## config.mk

```make
export PLATFORM = sky130hd
export DESIGN_NAME = utxd_param_tx
export DESIGN_NICKNAME = d
export VERILOG_FILES = /design/src/rtl/uart_pkg.sv /design/src/rtl/utx_fifo.sv /design/src/rtl/utxd_param_tx.sv
export SDC_FILE = /design/constraint.sdc
export NUM_CORES = 1
export LEC_CHECK = 0
export ABC_AREA = 1
export CORE_ASPECT_RATIO = 1.5
export CORE_MARGIN = 4
export CORE_UTILIZATION = 40
export DETAILED_ROUTE_END_ITERATION = 8
export HOLD_SLACK_MARGIN = 0.02
export PLACE_DENSITY = 0.66
export SLEW_MARGIN = 5
export SYNTH_ARGS = -nofsm -noshare
export SYNTH_HDL_FRONTEND = slang
export SYNTH_SLANG_ARGS = --single-unit
```

## constraint.sdc

```tcl
create_clock -name clk -period 3.15 [get_ports clk]
set_input_delay 0.4725 -clock clk [delete_from_list [all_inputs] [get_ports clk]]
set_output_delay 0.4725 -clock clk [all_outputs]
set_load 0.1 [all_outputs]
```

## src/rtl/uart_pkg.sv

```systemverilog
// rtl/uart_pkg.sv - shared UART frame constants and helper functions
package uart_pkg;

  // Parity modes
  localparam int PAR_NONE = 0;
  localparam int PAR_EVEN = 1;
  localparam int PAR_ODD  = 2;

  // Widest data word any transmitter build supports
  localparam int NB_MAX = 9;

  // Width of the per-tact clock counter
  typedef logic [15:0] tact_cnt_t;

  // Tacts per frame: start + data + optional parity + stop bits
  function automatic int frame_len(input int nb, input int par, input int nstop);
    return 1 + nb + ((par != PAR_NONE) ? 1 : 0) + nstop;
  endfunction

  // Parity bit for a zero-padded data word; even = XOR of bits, odd = complement
  function automatic logic parity_bit(input logic [NB_MAX-1:0] d, input int par);
    return (^d) ^ (par == PAR_ODD);
  endfunction

endpackage

```

## src/rtl/utx_fifo.sv

```systemverilog
// rtl/utx_fifo.sv - synchronous word FIFO with combinational head output
module utx_fifo #(
  parameter int W  = 8,
  parameter int AW = 2
) (
  input  logic         clk,
  input  logic         rst,
  input  logic         wr,
  input  logic [W-1:0] din,
  input  logic         rd,
  output logic [W-1:0] dout,
  output logic         full,
  output logic         empty
);

  localparam int DEPTH = 1 << AW;

  logic [W-1:0]  mem_q [DEPTH];
  logic [AW-1:0] wp_q;
  logic [AW-1:0] rp_q;
  logic [AW:0]   cnt_q;
  logic          do_wr;
  logic          do_rd;

  // full/empty come from the pre-edge count, so a write while full is dropped
  // even when a pop happens in the same cycle
  assign full  = (cnt_q == (AW+1)'(DEPTH));
  assign empty = (cnt_q == '0);
  assign do_wr = wr & ~full;
  assign do_rd = rd & ~empty;
  assign dout  = mem_q[rp_q];

  // Pointer and occupancy bookkeeping; pointers wrap naturally modulo DEPTH
  always_ff @(posedge clk) begin
    if (rst) begin
      wp_q  <= '0;
      rp_q  <= '0;
      cnt_q <= '0;
    end else begin
      if (do_wr) wp_q <= wp_q + AW'(1);
      if (do_rd) rp_q <= rp_q + AW'(1);
      case ({do_wr, do_rd})
        2'b10:   cnt_q <= cnt_q + (AW+1)'(1);
        2'b01:   cnt_q <= cnt_q - (AW+1)'(1);
        default: cnt_q <= cnt_q;
      endcase
    end
  end

  // Storage array; contents are don't-care until written
  always_ff @(posedge clk) begin
    if (do_wr) mem_q[wp_q] <= din;
  end

endmodule

```

## src/rtl/utxd_param_tx.sv

```systemverilog
// rtl/utxd_param_tx.sv - parametrised UART transmitter with input FIFO
module utxd_param_tx
  import uart_pkg::*;
#(
  parameter int Fclk  = 50000000,
  parameter int VEL   = 57600,
  parameter int NB    = 8,
  parameter int PAR   = 0,
  parameter int NSTOP = 1,
  parameter int AW    = 2
) (
  input  logic                                           clk,
  input  logic                                           rst,
  input  logic [NB-1:0]                                  dat,
  input  logic                                           wr,
  output logic                                           full,
  output logic                                           empty,
  output logic                                           ovf,
  output logic                                           UTXD,
  output logic                                           en_tx_byte,
  output logic                                           ce_tact,
  output logic [$clog2(frame_len(NB, PAR, NSTOP))-1:0]   cb_bit,
  output logic                                           T_start,
  output logic                                           T_dat,
  output logic                                           T_par,
  output logic                                           T_stop,
  output logic                                           ce_stop
);

  localparam int NF  = frame_len(NB, PAR, NSTOP);
  localparam int CBW = $clog2(NF);
  localparam int NT  = Fclk / VEL;
  localparam int NPB = (PAR != PAR_NONE) ? 1 : 0;

  localparam tact_cnt_t      NT_C         = 16'(NT);
  localparam logic [CBW-1:0] BIT_DAT_LAST = CBW'(NB);
  localparam logic [CBW-1:0] BIT_PAR      = CBW'(NB + 1);
  localparam logic [CBW-1:0] BIT_STOP0    = CBW'(NB + 1 + NPB);
  localparam logic [CBW-1:0] BIT_LAST     = CBW'(NF - 1);

  localparam logic [0:0] ST_IDLE  = 1'b0;
  localparam logic [0:0] ST_FRAME = 1'b1;

  logic [0:0]     state_q, state_d;
  tact_cnt_t      tact_q,  tact_d;
  logic [CBW-1:0] bit_q,   bit_d;
  logic [NB-1:0]  sr_q,    sr_d;
  logic           par_q,   par_d;
  logic           utxd_q,  utxd_d;
  logic           ovf_q,   ovf_d;

  logic [NB-1:0]  fifo_dout;
  logic           pop;

  utx_fifo #(
    .W  (NB),
    .AW (AW)
  ) u_fifo (
    .clk   (clk),
    .rst   (rst),
    .wr    (wr),
    .din   (dat),
    .rd    (pop),
    .dout  (fifo_dout),
    .full  (full),
    .empty (empty)
  );

  // cb_tact idles at 0, so ce_tact can only fire inside a frame
  assign en_tx_byte = (state_q == ST_FRAME);
  assign ce_tact    = (tact_q == NT_C);
  assign ce_stop    = ce_tact & en_tx_byte & (bit_q == BIT_LAST);
  assign cb_bit     = bit_q;

  // A new frame starts from idle or straight out of the last stop tact
  assign pop = ~empty & (~en_tx_byte | ce_stop);

  assign T_start = en_tx_byte & (bit_q == '0);
  assign T_dat   = en_tx_byte & (bit_q != '0) & (bit_q <= BIT_DAT_LAST);
  assign T_par   = en_tx_byte & (NPB != 0) & (bit_q == BIT_PAR);
  assign T_stop  = en_tx_byte & (bit_q >= BIT_STOP0);

  assign ovf_d = wr & full;
  assign UTXD  = utxd_q;
  assign ovf   = ovf_q;

  // Frame sequencing: load, tact counting, bit stepping and data shifting
  always_comb begin
    state_d = state_q;
    tact_d  = tact_q;
    bit_d   = bit_q;
    sr_d    = sr_q;
    par_d   = par_q;
    if (pop) begin
      state_d = ST_FRAME;
      tact_d  = 16'd1;
      bit_d   = '0;
      sr_d    = fifo_dout;
      par_d   = parity_bit(NB_MAX'(fifo_dout), PAR);
    end else if (ce_stop) begin
      state_d = ST_IDLE;
      tact_d  = '0;
      bit_d   = '0;
    end else if (en_tx_byte) begin
      if (ce_tact) begin
        tact_d = 16'd1;
        bit_d  = bit_q + CBW'(1);
        if (T_dat) sr_d = sr_q >> 1;
      end else begin
        tact_d = tact_q + 16'd1;
      end
    end
  end

  // Line level derived from next state so the pin itself is a flop output
  always_comb begin
    utxd_d = 1'b1;
    if (state_d == ST_FRAME) begin
      if (bit_d == '0)                             utxd_d = 1'b0;
      else if (bit_d <= BIT_DAT_LAST)              utxd_d = sr_d[0];
      else if ((NPB != 0) && (bit_d == BIT_PAR))   utxd_d = par_d;
      else                                         utxd_d = 1'b1;
    end
  end

  // State registers; reset aborts any frame in progress
  always_ff @(posedge clk) begin
    if (rst) begin
      state_q <= ST_IDLE;
      tact_q  <= '0;
      bit_q   <= '0;
      sr_q    <= '0;
      par_q   <= 1'b0;
      utxd_q  <= 1'b1;
      ovf_q   <= 1'b0;
    end else begin
      state_q <= state_d;
      tact_q  <= tact_d;
      bit_q   <= bit_d;
      sr_q    <= sr_d;
      par_q   <= par_d;
      utxd_q  <= utxd_d;
      ovf_q   <= ovf_d;
    end
  end

endmodule

```

# ---- After elaboration in Yosys (flattened, before gate mapping)
# Memories as Yosys holds them, arrays and structs flattened. A register that Yosys moved wholly into a read port is not among the register bits.
# Cells that the tools add are included.
dict set report totals {
  mem_count 1
  reg_bits 38
  wordCells 76
  ram_bits 32
  inputBits 11
  out_inout_bits 15
}
# name depth width read_ports rd_ports_with_merged_regs write_ports line
set mem_list {}
lappend mem_list {u_fifo.mem_q 4 8 1 1 1 utx_fifo.sv:18} ;# logic [W-1:0] mem_q [DEPTH];
dict set report op_classes {
  n_addsub 6
  n_lt_le_gt_ge 3
  n_bitwise 15
  mux 22
  n_reduce_logical 12
  eq_ne 6
}
# cell count
set ops {}
lappend ops {{$mux W8} 5}
lappend ops {{$add A16 B1 Y16 const B} 1}
lappend ops {{$eq A16 B10 Y1 const B} 1}
lappend ops {{$mux W16} 1}
lappend ops {{$mux W4} 4}
lappend ops {{$and A1 B1 Y1} 10}
lappend ops {{$mux W1} 9}
lappend ops {{$le A4 B4 Y1 const B} 2}
lappend ops {{$logic_not A4 Y1} 2}
lappend ops {{$reduce_bool A2 Y1} 4}
lappend ops {{$pmux W3 S2} 1}
lappend ops {{$add A2 B1 Y2 const B} 2}
lappend ops {{$add A4 B1 Y4 const B} 1}
lappend ops {{$eq A4 B4 Y1 const B} 1}
lappend ops {{$ge A4 B4 Y1 const B} 1}
lappend ops {{$mux W2} 2}
lappend ops {{$not A1 Y1} 4}
lappend ops {{$reduce_and A4 Y1} 1}
lappend ops {{$reduce_bool A4 Y1} 1}
lappend ops {{$add A3 B1 Y3 const B} 1}
lappend ops {{$eq A3 B3 Y1 const B} 1}
lappend ops {{$logic_not A3 Y1} 1}
lappend ops {{$reduce_bool A3 Y1} 1}
lappend ops {{$reduce_or A3 Y1} 1}
lappend ops {{other kinds (6)} 6}

# ---- Longest topological paths before layout
# Gate-level depths: netlist (run 1).
dict set report logic_depth {
  word_depth 10
  depth_mapped 15
  ltp_nobuf 15
}

# ---- Modules after synthesis
# Synthesis (run 1) repeated with hierarchy kept, for this count alone.
dict set report unflattened {
  cells_unflattened 431
  area_unflattened_um2 3554.7
}
# module area_per_inst_um2 seq_area_each_um2 n_inst cells_each
set modules_own_cells {}
lappend modules_own_cells {utxd_param_tx 1863.0 620.6 1 285}
lappend modules_own_cells {utx_fifo 1691.6 1141.1 1 146}

# ---- Worst setup path after synthesis (run 1)
# OpenSTA, ideal clock, no wires.
dict set report synth_timing {
  kind {reg-to-output}
  startpoint {reg bit_q[0], in the netlist cb_bit[0]}
  endpoint {out T_stop}
  t_arrival_ns 3.718
  setup_slack_ns -1.040
  path_stages_with_launch 4
  required_time_ns 2.677
  n_path_buf 0
  path_cell_list {dfxtp_1 -> inv_1 -> ha_1 -> a211oi_1}
}
dict set report synth_via {
  elab_chain_len 2
}
# item line
set synth_lines {}
lappend synth_lines {{from (decl)} utxd_param_tx.sv:46} ;# logic [CBW-1:0] bit_q, bit_d;
lappend synth_lines {{from (signal assigned)} utxd_param_tx.sv:139} ;# bit_q <= bit_d;
lappend synth_lines {{$ge A4 B4 Y1} utxd_param_tx.sv:81} ;# assign T_stop = en_tx_byte & (bit_q >= BIT_STOP0);
lappend synth_lines {{$and A1 B1 Y1} utxd_param_tx.sv:81}
lappend synth_lines {{to (decl)} utxd_param_tx.sv:26} ;# output logic T_stop,
# No other way between the ends.

# ---- Final worst setup path (run 1)
dict set report layout_timing {
  startpoint {reg tact_q[0]}
  endpoint {reg u_fifo.cnt_q[2]}
}
dict set report layout_via {
  elab_chain_len 8
  elab_cells_between_ends 10
  classes_between {eq/ne: 3; mux: 1; bitwise: 5; reduce/logical: 1}
}
# item line
set layout_lines {}
lappend layout_lines {{from (decl)} utxd_param_tx.sv:45} ;# tact_cnt_t tact_q, tact_d;
lappend layout_lines {{from (signal assigned)} utxd_param_tx.sv:138} ;# tact_q <= tact_d;
lappend layout_lines {{$eq A16 B10 Y1 (*)} utxd_param_tx.sv:71} ;# assign ce_tact = (tact_q == NT_C);
lappend layout_lines {{$and A1 B1 Y1 (*) (2 in a row)} utxd_param_tx.sv:72} ;# assign ce_stop = ce_tact & en_tx_byte & (bit_q == BIT_LAST);
lappend layout_lines {{$or A1 B1 Y1 (*)} utxd_param_tx.sv:76} ;# assign pop = ~empty & (~en_tx_byte | ce_stop);
lappend layout_lines {{$and A1 B1 Y1 (*)} utxd_param_tx.sv:76}
lappend layout_lines {{$and A1 B1 Y1 (*)} utx_fifo.sv:30} ;# assign do_rd = rd & ~empty;
lappend layout_lines {{named net u_fifo.do_rd} utx_fifo.sv:23} ;# logic do_rd;
lappend layout_lines {{$eq A2 B1 Y1 or $eq A2 B2 Y1 (tied branches)} utx_fifo.sv:42} ;# case ({do_wr, do_rd})
lappend layout_lines {{$pmux W3 S2 or $reduce_bool A2 Y1 (tied branches)} -}
lappend layout_lines {{to (signal assigned)} utx_fifo.sv:43} ;# 2'b10: cnt_q <= cnt_q + (AW+1)'(1);
lappend layout_lines {{to (signal assigned)} utx_fifo.sv:44} ;# 2'b01: cnt_q <= cnt_q - (AW+1)'(1);
lappend layout_lines {{to (signal assigned)} utx_fifo.sv:45} ;# default: cnt_q <= cnt_q;
lappend layout_lines {{to (decl)} utx_fifo.sv:21} ;# logic [AW:0] cnt_q;
# The timed path passes the listed nets; every way through them passes the cells marked *.
# A chain may end at the register's enable or synchronous reset.

==> flow_summary_export.csv, run 1 <==
group,metric,value,unit
run_status,status,"finished clean",
worst_hold_path,min_path_cells,2,
timing,timing.fmax,374,MHz
route,drc,0,
logic_synthesis,synth_edf_count,32,
grt,antenna_found_initial,0,
timing,grt_setup_unrepaired,"false",
cts,cts.sinks,72,
power_and_ir_drop,peakVddDrop,0.383,mV
logic_synthesis,async_flop_share,0,%
final_layout,finish.utilization,49.1,%
logic_synthesis,synth_nets,420,
setup_path,cpMaxStageDelayCell,"fa_1",
logic_synthesis,synth_area,3410,sq um
floorplan,start_util,40.8,%
route,drt-total-wl,7170,microns
floorplan,dieArea,10100,sq um
setup_path,crit_arrival,2.89,ns
placement,hpwl,5240,microns
final_layout,final_common_cell,"nand2_1",
setup_path,r2r-start,"tact_q[0]$_SDFFE_PP0P_",
logic_synthesis,synth.distinct_cells,40,
placement,place.gp.congestion,0.884,
route,avgViaCountPerCell,5.04,
floorplan,die_width,83.4,microns
setup_path,startpoint_type,"flip-flop",
setup_path,cp.buffers_inverters,3,
setup_path,r2r_end,"u_fifo.cnt_q[2]$_SDFFE_PP0P_",
timing,worst_pin_slew,0.963,ns
grt,grt_max_degree,18,
route,first_pass_iters,4,
power_and_ir_drop,power.density,845,nW/um^2
logic_synthesis,avgSynthCellArea,8.59,sq um
setup_path,cp.depth,15,
timing,slew_violations,0,
setup_path,crit_path_max_fanout,12,
final_layout,final_net_count,453,
final_layout,diodes,0,
grt,grt.total_usage,15.1,%
cts,ctsHtreeMaxLevel,3,
timing,fin_skew,0.00628,ns
route,routedWlPerCell,13.2,microns
power_and_ir_drop,total_leakage_power,1.67,nW
setup_path,path_delay_family,"adder cells",
setup_path,endpoint_kind,"flip-flop",
setup_path,crit_path_max_incr_delay,0.38,ns
timing,fin_hold_ws,0.461,ns
placement,portBuffers,24,
floorplan,die_h,121,microns
grt,grt_overflow,0,
logic_synthesis,yosysSeqAreaShare,51.7,%
logic_synthesis,synth_cells,397,
cts,cts-root-buf,"clkbuf_16",
worst_hold_path,worstHoldStart,"sr_q[7]$_SDFFE_PP0P_",
timing,finalHoldViolations,0,
final_layout,syn_to_final_growth,20.5,%
cts,post_cts_resized,0,
cts,clk-insertion-delay-late,0.33,ns
floorplan,core-area,8360,sq um
route,num_vias,2729,
timing,post-route-min-period,2.67,ns
setup_path,reg2reg_slack,0.48,ns
route,drtAntennaViolNets,0,
run,cap_viol_max_count,0,
cts,cts.path.max_buffers,2,
grt,grt_pass1_wl,12000,microns
setup_path,path_cells,"inv_1 > ha_1 > nand3_1 > nor2_2 > nand2_4 > o21ai_4 > nand2_2 > inv_2 > ha_1 > inv_1 > fa_1 > a21oi_1 > o21ai_0 > o21ai_0 > a21oi_1",
floorplan,boundaryPins,26,
worst_hold_path,worstHoldEndpoint,"sr_q[7]$_SDFFE_PP0P_",
logic_synthesis,ys_ff_latch,72,
floorplan,rows,41,
cts,cts_buffers,9,
grt,grt_pass1_vias,2582,
route,drtIter0Drc,99,
logic_synthesis,yosysWarnings,0,
timing,finalSetupViolCount,0,
timing,fin_setup_tns,0,ns
cts,clkTransAtPathRegs,0.06,ns
final_layout,drive_above_1_share,13.6,%
power_and_ir_drop,total_power,3.47,mW
timing,final.period_utilization,84.9,%
cts,cts_tree,"built",
logic_synthesis,synth_ff_type,"dfxtp_1",
setup_path,required,3.36,ns
cts,cts_setup_buffers,0,
final_layout,mostFrequentLayoutCells,"nand2_1, nor2_1, inv_1",
cts,ctsHoldBuffers,0,
setup_path,path_class,"reg2reg",
timing,slew-limit-headroom,35.6,%
setup_path,reg2reg_depth,15,
worst_hold_path,hp-class,"reg2reg",
==> layer usage <==
| metal | global-route usage (%) | routed length, microns |
|---|---|---|
| met1 | 15.5 | 2860 |
| met2 | 28.9 | 3950 |
| met3 | 2.85 | 193 |
| met4 | 7.57 | 168 |
| met5 | 0 | 0 |
==> cell type report <==
| class | instances | area [sq um] |
|---|---|---|
| Clock buffer | 9 | 225 |
| Clock inverter | 7 | 119 |
| Fill cell | 769 | 4260 |
| Inverter | 49 | 185 |
| Multi-Input combinational cell | 269 | 1440 |
| Sequential cell | 72 | 1760 |
| Tap cell | 107 | 134 |
| Timing Repair Buffer | 29 | 245 |
==> power by group <==
group	switching [mW]	leakage, nW	internal [mW]
combinational	0.752	0.884	0.297
sequential	0.129	0.620	1.13
clock	0.385	0.164	0.774
==> registers in the layout, summed over array words and instances, names as in the netlist, named ones only <==
| register | cells |
|---|---|
| ovf | 1 |
| UTXD | 1 |
| u_fifo.cnt_q | 3 |
| u_fifo.wp_q | 2 |
| tact_q | 16 |
| cb_bit | 4 |
| sr_q | 8 |
| u_fifo.mem_q | 32 |
| en_tx_byte | 1 |
| u_fifo.rp_q | 2 |
==> cells in the mapped netlist (2+ instances only) <==
cell type,count,share of area [%]
nand2_1,71,7.8
nor2_1,60,6.6
inv_1,43,4.7
dfxtp_1,40,23
edfxtp_1,32,28
a21oi_1,25,3.7
nand3_1,24,3.5
o21ai_0,20,2.9
ha_1,11,4.0
nand4_1,6,1.1
nor2_2,6,1.1
xor2_1,6,1.5
a32o_1,4,1.2
inv_2,4,0.44
nand2_2,4,0.73
o21ai_1,4,0.59
o22ai_1,4,0.73
clkbuf_1,3,0.33
nor3_1,3,0.44
a211oi_1,2,0.44
and3_1,2,0.37
buf_2,2,0.29
nor2_4,2,0.66
nor3_2,2,0.59
nor3b_1,2,0.44
==> metrics by stage <==
step | setup WS (ns) | cell area (sq um) | std cells
6_report | 0.477 | 4110 | 542
5_1_grt | 0.202 | 4110 | 542
4_1_cts | 0.475 | 4110 | 542
3_5_place_dp | 0.517 | 3760 | 526
3_3_place_gp | 0.636 | 3760 | 526
2_1_floorplan | -0.0836 | 3420 | 397
==> worst max-delay path by stage <==
stage | startpoint | slack [ns] | end
2_1_floorplan | cb_bit[0]$_SDFF_PP0_ | -0.08 | T_stop
3_3_place_gp | cb_bit[0]$_SDFF_PP0_ | 0.64 | u_fifo.cnt_q[2]$_SDFFE_PP0P_
3_5_place_dp | cb_bit[0]$_SDFF_PP0_ | 0.52 | u_fifo.cnt_q[2]$_SDFFE_PP0P_
4_1_cts | tact_q[0]$_SDFFE_PP0P_ | 0.47 | u_fifo.cnt_q[2]$_SDFFE_PP0P_
5_1_grt | tact_q[0]$_SDFFE_PP0P_ | 0.20 | u_fifo.cnt_q[2]$_SDFFE_PP0P_
6_report | tact_q[0]$_SDFFE_PP0P_ | 0.48 | u_fifo.cnt_q[2]$_SDFFE_PP0P_
==> worst reg2reg max path, stage by stage (launching register included) <==
cell	delay, ns
dfxtp_1	0.32
inv_1	0.10
ha_1	0.21
nand3_1	0.10
nor2_2	0.15
nand2_4	0.10
o21ai_4	0.15
nand2_2	0.18
inv_2	0.16
ha_1	0.16
inv_1	0.07
fa_1	0.38
a21oi_1	0.15
o21ai_0	0.11
o21ai_0	0.16
a21oi_1	0.05
==> logic make-up after synthesis <==
logic type | after synthesis | share of synthesized area [%]
simple gates | 186 | 24.4
xor+xnor | 7 | 1.80
other cells | 1 | 0.110
compound gates | 63 | 10.8
buf+inv | 56 | 6.61
flops | 72 | 51.7
fa+ha+maj | 12 | 4.63
(Power assumes the default switching activity.)
==> run 2, diff against run 1 <==
--- a/config.mk
+++ b/config.mk
@@ -11,7 +11,7 @@
 export CORE_UTILIZATION = 40
 export DETAILED_ROUTE_END_ITERATION = 8
 export HOLD_SLACK_MARGIN = 0.02
-export PLACE_DENSITY = 0.66
+export PLACE_DENSITY = 0.68
 export SLEW_MARGIN = 5
 export SYNTH_ARGS = -nofsm -noshare
 export SYNTH_HDL_FRONTEND = slang
==> constraint.sdc (replaced) <==
create_clock -name clk -period 2.3 [get_ports clk]
set_input_delay 0.345 -clock clk [delete_from_list [all_inputs] [get_ports clk]]
set_output_delay 0.345 -clock clk [all_outputs]
set_load 0.1 [all_outputs]
==> run 2 against run 1 <==
Against the previous run:
- critical path depth decreased by 5
- register-to-register slack got worse by 0.31 ns
- sequential cell count unchanged
- clock skew decreased by 0.0022 ns
- clock power increased by 38%
- sequential share of layout area decreased by 1.4 points
- worst hold slack improved by 0.0045 ns
==> flow_summary_export.csv, run 2 (synthesis gave the netlist of run 1 again) <==
group,metric,value,unit
route,wl_met2,3950,microns
timing,post-route-min-period,2.19,ns
placement,hpwl,5370,microns
route,met3_length,193,microns
power_and_ir_drop,total_leakage_power,1.72,nW
grt,grt_overflow,0,
worst_hold_path,worstHoldStart,"sr_q[7]$_SDFFE_PP0P_",
run,cap_viol_max_count,0,
grt,grt_pass1_wl,12200,microns
timing,finalHoldViolations,0,
floorplan,dieArea,10100,sq um
timing,final.period_utilization,95.0,%
cts,ctsHoldBuffers,0,
route,wirelength_met1,2910,microns
placement,placed_area,3930,sq um
final_layout,final_common_cell,"nand2_1",
setup_path,reg2reg_depth,15,
final_layout,diodes,0,
final_layout,syn_to_final_growth,26.1,%
timing,fin_skew,0.00409,ns
placement,dp_cells,532,
setup_path,r2r_end,"u_fifo.cnt_q[2]$_SDFFE_PP0P_",
floorplan,boundaryPins,26,
route,drtAntennaViolNets,0,
run_status,status,"finished clean",
grt,grt.total_usage,15.0,%
floorplan,rows,41,
cts,cts.sinks,72,
cts,cts_buffers,9,
floorplan,die_h,121,microns
route,drc,0,
route,top_layer_used,"met4",
route,drtIter0Drc,120,
final_layout,reg_top3,"u_fifo.mem_q: 32 flops, tact_q: 16 flops, sr_q: 8 flops",
final_layout,stdcell_count,548,
setup_path,r2r-start,"tact_q[0]$_SDFFE_PP0P_",
final_layout,drive_above_1_share,20.6,%
worst_hold_path,hp-class,"reg2reg",
final_layout,finish.utilization,51.4,%
grt,antenna_found_initial,0,
cts,clk-insertion-delay-late,0.33,ns
route,drt-total-wl,7220,microns
floorplan,core-area,8360,sq um
route,routedWlPerCell,13.2,microns
timing,slew_violations,0,
setup_path,crit_path_max_fanout,5,
timing,fin_hold_ws,0.466,ns
route,num_vias,2733,
worst_hold_path,worstHoldEndpoint,"sr_q[7]$_SDFFE_PP0P_",
floorplan,start_util,40.8,%
power_and_ir_drop,power.density,1140,nW/um^2
setup_path,endpoint_kind,"primary output",
final_layout,final_net_count,459,
power_and_ir_drop,peakVddDrop,0.627,mV
route,first_pass_iters,5,
setup_path,reg2reg_slack,0.17,ns
setup_path,startpoint_type,"flip-flop",
final_layout,largest_register,"u_fifo.mem_q",
final_layout,mostFrequentLayoutCells,"nand2_1, nor2_1, inv_1",
cts,ctsHtreeMaxLevel,3,
power_and_ir_drop,total_power,4.92,mW
timing,finalSetupViolCount,0,
worst_hold_path,min_path_cells,2,
floorplan,die_width,83.4,microns
setup_path,path_class,"reg2out",
timing,timing.fmax,458,MHz
cts,cts.path.max_buffers,2,
final_layout,final_cell_area,4300,sq um
route,avgViaCountPerCell,4.99,
cts,cts-root-buf,"clkbuf_16",
cts,cts_tree,"built",
placement,place.gp.congestion,0.928,
setup_path,required,1.96,ns
final_layout,largest_reg_flops,32,
setup_path,crit_arrival,1.84,ns
placement,portBuffers,24,
grt,grt_pass1_vias,2695,
cts,clkTransAtPathRegs,0.06,ns
grt,grt_max_degree,17,
run 2: repair_timing:
item	4_1_cts	5_1_grt
buffers inserted	0	0
resized for setup	3	7
pin swaps	0	3
setup endpoints to repair	1	2
run 2: per-layer routing:
| layer | up-vias | track usage (%) |
|---|---|---|
| li1 | 1392 | - |
| met5 | - | 0 |
| met1 | 1291 | 15.8 |
| met3 | 16 | 3.26 |
| met4 | 0 | 7.16 |
| met2 | 34 | 28.1 |
run 2: worst max-delay path by stage:
stage	start	to	slack [ns]	depth (start not counted)
floorplan	u_fifo.cnt_q[2]$_SDFFE_PP0P_	u_fifo.cnt_q[2]$_SDFFE_PP0P_	-0.17	11
global placement	tact_q[0]$_SDFFE_PP0P_	u_fifo.cnt_q[2]$_SDFFE_PP0P_	0.14	15
detailed placement	tact_q[0]$_SDFFE_PP0P_	u_fifo.cnt_q[2]$_SDFFE_PP0P_	0.07	15
CTS	tact_q[0]$_SDFFE_PP0P_	ce_stop	0.03	10
global route	tact_q[0]$_SDFFE_PP0P_	u_fifo.cnt_q[2]$_SDFFE_PP0P_	-0.001	15
finish	tact_q[0]$_SDFFE_PP0P_	ce_stop	0.11	10
run 2: through the flow:
| step | worst slack [ns] | TNS, ns |
|---|---|---|
| floorplan | -0.173 | -0.275 |
| global placement | 0.140 | 0 |
| detailed placement | 0.0722 | 0 |
| CTS | 0.0315 | 0 |
| global route | -0.00126 | -0.00126 |
| finish | 0.115 | 0 |
run 2: layout make-up:
class / instances / area [sq um]
Inverter: 49 / 188
Tap cell: 107 / 134
Sequential cell: 72 / 1780
Fill cell: 754 / 4070
Timing Repair Buffer: 35 / 350
Clock buffer: 10 / 229
Clock inverter: 6 / 116
Multi-Input combinational cell: 269 / 1500
run 2: where the power goes:
part | internal (mW) | switching (mW)
Sequential | 1.55 | 0.165
Clock | 1.07 | 0.534
Combinational | 0.506 | 1.09
run 2: worst max-delay path, cell delays in order, from the launching register on:
cell and delay (ns):
dfxtp_1 0.33, inv_2 0.09, ha_4 0.14, nand3_1 0.09
nor2_2 0.13, nand2_4 0.07, buf_4 0.16, nor2_4 0.14
nand2_2 0.10, inv_2 0.08, buf_12 0.17
==> run 3, diff against run 2 <==
--- a/config.mk
+++ b/config.mk
@@ -10,6 +10,7 @@
 export CORE_MARGIN = 4
 export CORE_UTILIZATION = 40
 export DETAILED_ROUTE_END_ITERATION = 8
+export GPL_ROUTABILITY_DRIVEN = 0
 export HOLD_SLACK_MARGIN = 0.02
 export PLACE_DENSITY = 0.68
 export SLEW_MARGIN = 5
==> run 3 against run 2 <==
Against the previous run:
- clock power down 20%
- via count up 0.77%
- critical path depth unchanged
==> flow_summary_export.csv, run 3 (synthesis gave the netlist of run 1 again) <==
group,metric,value,unit
route,drc,0,
timing,fin_skew,0.00668,ns
cts,clkTransAtPathRegs,0.06,ns
final_layout,drive_above_1_share,22.5,%
final_layout,stdcell_count,555,
setup_path,endpoint_kind,"primary output",
route,avgViaCountPerCell,4.96,
cts,cts_tree,"built",
route,drt-total-wl,7430,microns
power_and_ir_drop,peakVddDrop,0.493,mV
grt,grt_pass1_wl,12100,microns
final_layout,mostFrequentLayoutCells,"nand2_1, nor2_1, inv_1",
final_layout,largest_reg_flops,32,
setup_path,crit_arrival,1.87,ns
power_and_ir_drop,power_frac_comb,36.2,%
power_and_ir_drop,total_power,4.71,mW
setup_path,reg2reg_slack,0.11,ns
final_layout,largest_register,"u_fifo.mem_q",
route,num_vias,2754,
cts,cts_buffers,9,
cts,cts.sinks,72,
power_and_ir_drop,total_leakage_power,1.73,nW
placement,hpwl,5530,microns
setup_path,required,1.96,ns
setup_path,crit_path_max_fanout,5,
power_and_ir_drop,seqPwrFrac,36.5,%
route,drtAntennaViolNets,0,
final_layout,diodes,0,
floorplan,boundaryPins,26,
final_layout,final_common_cell,"nand2_1",
timing,worst_slack,0.0806,ns
setup_path,startpoint_type,"flip-flop",
timing,final.period_utilization,96.5,%
final_layout,fillers,765,
grt,grt.total_usage,15.2,%
route,drtIter0Drc,115,
floorplan,die_width,83.4,microns
placement,dp_cells,533,
setup_path,path_class,"reg2out",
timing,slew_violations,0,
final_layout,reg_top3,"u_fifo.mem_q: 32 flops, tact_q: 16 flops, sr_q: 8 flops",
final_layout,final_net_count,466,
floorplan,rows,41,
floorplan,die_h,121,microns
timing,post-route-min-period,2.22,ns
worst_hold_path,hp-class,"reg2reg",
run,cap_viol_max_count,0,
timing,finalHoldViolations,0,
power_and_ir_drop,switching_share,39.1,%
placement,dpl_worst_slack,0.0357,ns
floorplan,core-area,8360,sq um
run_status,status,"finished clean",
grt,grt_max_degree,17,
cts,cts-root-buf,"clkbuf_16",
grt,grt_pass1_vias,2732,
cts,ctsHtreeMaxLevel,3,
placement,portBuffers,24,
power_and_ir_drop,power_frac_clock,27.2,%
power_and_ir_drop,p_sw,1.84,mW
cts,cts.path.max_buffers,2,
timing,timing.fmax,451,MHz
power_and_ir_drop,power.density,1090,nW/um^2
power_and_ir_drop,p_int,2.87,mW
floorplan,dieArea,10100,sq um
grt,antenna_found_initial,0,
timing,finalSetupViolCount,0,
final_layout,syn_to_final_growth,26.4,%
timing,fin_setup_tns,0,ns
floorplan,start_util,40.8,%
grt,grt_overflow,0,
cts,clk-insertion-delay-late,0.33,ns
route,routedWlPerCell,13.4,microns
route,first_pass_iters,4,
## run 3: changes by cell type in the layout (fill, tap and decap cells not counted), sizes merged
cell      change
buf           +7
clkinv        +1
inv           +1
bufinv        -3
clkinvlp      +2
clkbuf        -1
## run 3: critical path, stage by stage (launching register included)
cell,delay (ns)
dfxtp_2,0.34
inv_2,0.07
ha_4,0.15
nand3_4,0.08
nor2_4,0.10
nand2_4,0.08
buf_4,0.15
nor2_4,0.14
nand2_1,0.11
inv_1,0.12
buf_12,0.18
## run 3: worst paths after layout
kind                                from                      endpoint  cells after the start
hold / removal      sr_q[7]$_SDFFE_PP0P_          sr_q[7]$_SDFFE_PP0P_                      2
setup reg to reg  tact_q[1]$_SDFFE_PP0P_  u_fifo.cnt_q[2]$_SDFFE_PP0P_                     15
hold reg to reg     sr_q[7]$_SDFFE_PP0P_          sr_q[7]$_SDFFE_PP0P_                      2
setup / recovery  tact_q[1]$_SDFFE_PP0P_                       ce_stop                     10
## run 3: routing by layer
metal | GRT usage (%) | up-vias | wire length, microns
li1 | - | 1401 | -
met1 | 15.0 | 1293 | 2970
met2 | 28.7 | 44 | 4070
met3 | 3.53 | 16 | 197
met4 | 8.79 | 0 | 197
met5 | 0 | - | 0
## run 3: cell type report
type | instances | area [sq um] | share of cell area, %
sequential | 72 | 1790 | 41.4
tap | 107 | 134 | 3.11
inverter | 49 | 190 | 4.41
clock buffer | 9 | 225 | 5.23
multi-input combinational | 269 | 1520 | 35.2
timing repair buffer | 42 | 403 | 9.35
clock inverter | 7 | 55.1 | 1.28
## run 3: through the flow
stage | area (sq um) | hold WS (ns) | util (%)
after CTS | 4220 | 0.470 | 50.4
after floorplan | 3480 | 0.414 | -
final | 4310 | 0.470 | 51.5
after global placement | 3940 | 0.453 | 47.1
after detailed placement | 3940 | 0.463 | 47.1
after global routing | 4310 | 0.488 | 51.5
## run 3: timing repair
item	in CTS	in global routing
hold buffers	0	0
buffers inserted	0	6
endpoints found under the setup margin	0	2
resized for setup	0	15
## run 3: power by group through the flow
stage / clock network (mW) / registers (mW) / logic (mW)
2_1_floorplan: 0 / 1.86 / 1.06
6_report: 1.28 / 1.72 / 1.71
4_1_cts: 1.33 / 1.72 / 1.60
3_3_place_gp: 0 / 1.73 / 1.55
3_5_place_dp: 0 / 1.74 / 1.59
5_1_grt: 1.38 / 1.75 / 1.87
